<file path="config.mk">
export PLATFORM = sky130hd
export DESIGN_NAME = alu_sequencer
export DESIGN_NICKNAME = d
export VERILOG_FILES = /design/src/rtl/alu_seq_pkg.sv /design/src/rtl/alu_core.sv /design/src/rtl/alu_sequencer.sv
export SDC_FILE = /design/constraint.sdc
export NUM_CORES = 1
export LEC_CHECK = 0
export CORE_UTILIZATION = 52
export CTS_CLUSTER_DIAMETER = 80
export DETAILED_ROUTE_END_ITERATION = 16
export GPL_TIMING_DRIVEN = 0
export PLACE_DENSITY = 0.87
export SLEW_MARGIN = 5
export SYNTH_ARGS = -nofsm -noshare
export SYNTH_HDL_FRONTEND = slang
export SYNTH_SLANG_ARGS = --single-unit
</file>
<file path="constraint.sdc">
create_clock -name clk -period 2.2 [get_ports clk]
set_input_delay 0.44 -clock clk [delete_from_list [all_inputs] [get_ports clk]]
set_output_delay 0.44 -clock clk [all_outputs]
set_load 0.01 [all_outputs]
</file>
<file path="src/rtl/alu_seq_pkg.sv">
// Shared types and constants for the ALU sequencer: op codes, FSM states and flag bit positions.
package alu_seq_pkg;

    typedef enum logic [2:0] {
        OP_ADD   = 3'd0,
        OP_SUB   = 3'd1,
        OP_AND   = 3'd2,
        OP_OR    = 3'd3,
        OP_XOR   = 3'd4,
        OP_SHL   = 3'd5,
        OP_SHR   = 3'd6,
        OP_PASSB = 3'd7
    } alu_op_t;

    typedef enum logic [1:0] {
        ST_IDLE = 2'd0,
        ST_EXEC = 2'd1,
        ST_DONE = 2'd2
    } seq_state_t;

    localparam int FLAG_N = 3;
    localparam int FLAG_Z = 2;
    localparam int FLAG_C = 1;
    localparam int FLAG_V = 0;

endpackage

</file>
<file path="src/rtl/alu_core.sv">
// Purely combinational N-bit ALU producing a result and the {N, Z, C, V} flag word.
module alu_core
    import alu_seq_pkg::*;
#(
    parameter int N = 4
) (
    input  logic [N-1:0] a,
    input  logic [N-1:0] b,
    input  logic [2:0]   op,
    output logic [N-1:0] result,
    output logic [3:0]   flags
);

    logic [N:0]   sum;
    logic [N:0]   diff;
    logic [N-1:0] res;
    logic         carry;
    logic         ovf;

    assign sum  = {1'b0, a} + {1'b0, b};
    assign diff = {1'b0, a} - {1'b0, b};

    // For SUB the borrow bit is the inverse of carry: no borrow means a >= b unsigned.
    always_comb begin
        res   = '0;
        carry = 1'b0;
        ovf   = 1'b0;
        case (alu_op_t'(op))
            OP_ADD: begin
                res   = sum[N-1:0];
                carry = sum[N];
                ovf   = (a[N-1] == b[N-1]) && (sum[N-1] != a[N-1]);
            end
            OP_SUB: begin
                res   = diff[N-1:0];
                carry = ~diff[N];
                ovf   = (a[N-1] != b[N-1]) && (diff[N-1] != a[N-1]);
            end
            OP_AND:   res = a & b;
            OP_OR:    res = a | b;
            OP_XOR:   res = a ^ b;
            OP_SHL: begin
                res   = {a[N-2:0], 1'b0};
                carry = a[N-1];
            end
            OP_SHR: begin
                res   = {1'b0, a[N-1:1]};
                carry = a[0];
            end
            OP_PASSB: res = b;
        endcase
    end

    always_comb begin
        flags         = '0;
        flags[FLAG_N] = res[N-1];
        flags[FLAG_Z] = (res == '0);
        flags[FLAG_C] = carry;
        flags[FLAG_V] = ovf;
    end

    assign result = res;

endmodule

</file>
<file path="src/rtl/alu_sequencer.sv">
// Three-state controller running one ALU operation per accepted start, with registered result/flags.
// Optional macro ALU_SEQ_ACCUM_EN lets use_acc take operand A from the previous result.
module alu_sequencer
    import alu_seq_pkg::*;
#(
    parameter int N = 4
) (
    input  logic         clk,
    input  logic         rst_n,
    input  logic         start,
    input  logic [2:0]   op,
    input  logic [N-1:0] a,
    input  logic [N-1:0] b,
    input  logic         use_acc,
    output logic         ready,
    output logic         busy,
    output logic         done,
    output logic [N-1:0] result,
    output logic [3:0]   flags
);

    seq_state_t   state;
    logic [N-1:0] opnd_a;
    logic [N-1:0] opnd_b;
    logic [2:0]   opnd_op;
    logic [N-1:0] next_a;
    logic [N-1:0] alu_result;
    logic [3:0]   alu_flags;

`ifdef ALU_SEQ_ACCUM_EN
    assign next_a = use_acc ? result : a;
`else
    logic use_acc_unused;
    assign use_acc_unused = use_acc;
    assign next_a         = a;
`endif

    alu_core #(.N(N)) u_core (
        .a      (opnd_a),
        .b      (opnd_b),
        .op     (opnd_op),
        .result (alu_result),
        .flags  (alu_flags)
    );

    // ready/busy/done are registered alongside the state so they always mirror it exactly.
    always_ff @(posedge clk or negedge rst_n) begin
        if (!rst_n) begin
            state   <= ST_IDLE;
            ready   <= 1'b1;
            busy    <= 1'b0;
            done    <= 1'b0;
            result  <= '0;
            flags   <= '0;
            opnd_a  <= '0;
            opnd_b  <= '0;
            opnd_op <= '0;
        end else begin
            case (state)
                ST_IDLE: begin
                    if (start) begin
                        opnd_a  <= next_a;
                        opnd_b  <= b;
                        opnd_op <= op;
                        state   <= ST_EXEC;
                        ready   <= 1'b0;
                        busy    <= 1'b1;
                    end
                end
                ST_EXEC: begin
                    result <= alu_result;
                    flags  <= alu_flags;
                    state  <= ST_DONE;
                    done   <= 1'b1;
                end
                ST_DONE: begin
                    state <= ST_IDLE;
                    done  <= 1'b0;
                    busy  <= 1'b0;
                    ready <= 1'b1;
                end
                default: begin
                    state <= ST_IDLE;
                    done  <= 1'b0;
                    busy  <= 1'b0;
                    ready <= 1'b1;
                end
            endcase
        end
    end

endmodule

</file>
==> flow_metrics.py <==
metrics = {
    "clocking": {
        "cts_hold_buf": 0,
        "clk_latency_ns": 0.32,
        "root_buffer": "clkbuf_4",
        "cts_tree": "done",
        "cts_buffers": 3,
        "cts_max_level": 1,
        "clk_pin_slew_worst_paths_ns": 0.14,
        "clockBufferDepth": 2,
        "clock_sinks": 23,
    },
    "logic_synthesis": {
        "ys_types": 42,
        "synthAdderAreaFrac_pct": 12.6,
        "synth_seq_cells": 23,
        "ys_seq_area_share_pct": 38.3,
        "async_flop_share_pct": 100,
        "synth_xor_area_share_pct": 1.75,
        "synthCells": 165,
        "synth-compound-area-share_pct": 19.8,
        "synth_area_sq_um": 1510,
        "synth_ff_type": "dfrtp_1",
        "post_synth.cell_area_avg_sq_um": 9.12,
        "synth_nets": 194,
        "yosys.area_share.simple_pct": 14.1,
        "synth_top_family_by_area": "compound AO/OA/AOI/OAI gates",
        "synth_edf_count": 0,
        "synth.area.mux_share_pct": 5.57,
        "yosysWarningCount": 0,
    },
    "grt": {
        "first_global_vias": 1268,
        "grt_first_pass_wirelength_mm": 5.65,
        "grt_max_degree": 24,
        "grtUsageTotal_pct": 23.2,
        "antenna_found_initial": 0,
        "overflow": 0,
    },
    "timing": {
        "slew_viol_final": 0,
        "skew_ns": 0.00457,
        "setup-tns-final_ns": 0,
        "finalSetupViolCount": 0,
        "period_share_pct": 96.8,
        "worstMarginPinSlew_ns": 1.02,
        "maxSlewHeadroom_pct": 31.7,
        "rsz0062_at_grt": "false",
        "min_period_ns": 2.13,
        "clock.fmax_mhz": 470,
        "finalHoldViolCount": 0,
    },
    "final_layout": {
        "fill_cells": 227,
        "stdcell_count": 226,
        "area_growth_pct": 23.1,
        "nets": 225,
        "final_cell_mix": "clkdlybuf4s50_1, nand2_1, dfrtp_1, o21ai_0, inv_1",
        "final_common_cell": "clkdlybuf4s50_1",
        "antenna_cells": 0,
        "drive_gt1_share_pct": 13.3,
    },
    "drt": {
        "vias": 1299,
        "antenna_left": 0,
        "drc": 0,
        "drtIter0Drc": 49,
        "avgRoutedWirePerCell_um": 15.0,
        "dr.pass1.iters": 4,
        "wirelength_mm": 3.38,
        "vias_per_cell": 5.75,
    },
    "power_and_ir_drop": {
        "power_density_nw_per_um2": 1050,
        "clkPwrFrac_pct": 10.6,
        "power_switching_share_pct": 41.0,
        "p_leak_uw": 0.000847,
        "p_int_uw": 1150,
        "peakVddDrop_v": 0.000774,
        "switchingPower_uw": 799,
        "combPwrFrac_pct": 56.1,
        "power.share.sequential_pct": 33.3,
    },
    "die": {
        "die_y_um": 55.8,
        "die_area_sq_um": 3110,
        "start_util_pct": 54.6,
        "io_pins": 26,
        "rows": 19,
        "coreArea_sq_um": 2760,
        "die_w_um": 55.8,
    },
    "place": {
        "hpwl_mm": 2.49,
        "placed_cells": 220,
        "place_congestion": 0.867,
        "port_buffers": 24,
    },
    "job": {
        "drv_cap": 0,
    },
    "setup_path": {
        "cp-end-kind": "flip-flop",
        "cp-start-kind": "flip-flop",
        "critPathMaxFanout": 3,
        "path_class": "reg2reg",
        "critPathArrivalTime_ns": 2.36,
        "required_ns": 2.43,
    },
    "hold_path": {
        "hp-class": "reg2reg",
    },
    "status": {
        "run_status": "finished clean",
    },
}
-- repair_timing --
item,in CTS,in global routing
hold endpoints to repair,0,0
pin swaps,0,3
gates cloned,0,0
setup buffers,0,2
gates resized for setup,1,8
setup endpoints to repair,2,3
-- state kept, by name, summed over array words and instances, names as in the netlist --
signal   count
ready        1
state        2
busy         1
opnd_b       4
flags        3
opnd_op      3
result       4
done         1
opnd_a       4
-- layout make-up --
| cell class | instances | area (sq um) | share of cell area, % |
|---|---|---|---|
| buffer | 11 | 57.6 | 3.11 |
| clock buffer | 3 | 22.5 | 1.22 |
| clock inverter | 1 | 5.00 | 0.270 |
| inverter | 16 | 60.1 | 3.24 |
| multi-input combinational | 115 | 835 | 45.0 |
| sequential | 23 | 579 | 31.3 |
| tap | 31 | 38.8 | 2.09 |
| timing repair buffer | 26 | 255 | 13.8 |
-- final timing paths --
| kind | startpoint | to | slack, ns | cells past startpoint |
|---|---|---|---|---|
| min | busy | busy | 0.50 | 1 |
| max in group asynchronous | rst_n | opnd_a[1] | 0.86 | 1 |
| min reg2reg | busy | busy | 0.50 | 1 |
| max reg2reg | opnd_a[0] | flags[2] | 0.07 | 9 |
| max | opnd_a[0] | flags[2] | 0.07 | 9 |
| min in group asynchronous | rst_n | flags[2] | 0.66 | 1 |
-- logic make-up (layout without fill, tap and decap cells) --
family / after synthesis / in the layout
compound gates: 45 / 45
xor+xnor: 3 / 3
buf+inv: 27 / 57
fa+ha+maj: 14 / 14
simple gates: 46 / 46
mux: 7 / 7
flops: 23 / 23
-- cell usage after synthesis, types with 3 or more instances --
cell type   n  area, sq um
a21o_1      3         22.5
a21oi_1     5         25.0
a221oi_1    3         26.3
buf_2       4         20.0
buf_4       3         22.5
clkbuf_1    4         15.0
dfrtp_1    22          551
ha_1       12          150
inv_1      15         56.3
mux2i_1     5         50.1
nand2_1    22         82.6
nand2b_1    4         25.0
nand3_1     3         15.0
nor2_1      7         26.3
o21ai_0    16         80.1
o21bai_1    3         22.5
-- routing by layer --
layer | global-route usage, % | vias up | share of wire (%)
met5 | 0 | - | 0
met2 | 39.8 | 55 | 49
met3 | 2.79 | 9 | 5.6
met1 | 29.4 | 611 | 44
met4 | 10.0 | 0 | 2.0
li1 | - | 624 | -
-- worst max-delay path: stages (launching register included) --
cell,delay [ns]
dfrtp_1,0.42
inv_2,0.09
ha_2,0.19
inv_1,0.05
fa_1,0.38
nor2b_1,0.17
nor4_1,0.23
a2111oi_1,0.11
o21bai_2,0.21
a41o_1,0.21
-- metrics by stage --
stage          instance area, sq um  total power, uW  setup slack, ns  utilization, %  hold slack, ns
3_3_place_gp                   1780             1640           0.0453            64.7           0.463
4_1_cts                        1810             1900           0.0221            65.7           0.502
3_5_place_dp                   1780             1690          -0.0949            64.7           0.472
5_1_grt                        1850             2100          0.00873            67.2           0.527
2_1_floorplan                  1510             1320            0.265               -           0.144
6_report                       1850             1950           0.0706            67.2           0.499
-- power by group through the flow --
stage	registers (uW)	clock network (uW)	logic [uW]
floorplan	676	0	647
global placement	652	0	991
detailed placement	661	0	1030
CTS	651	210	1040
global route	671	228	1200
finish	648	207	1090
No activity file was read; power rests on OpenSTA's default activity.
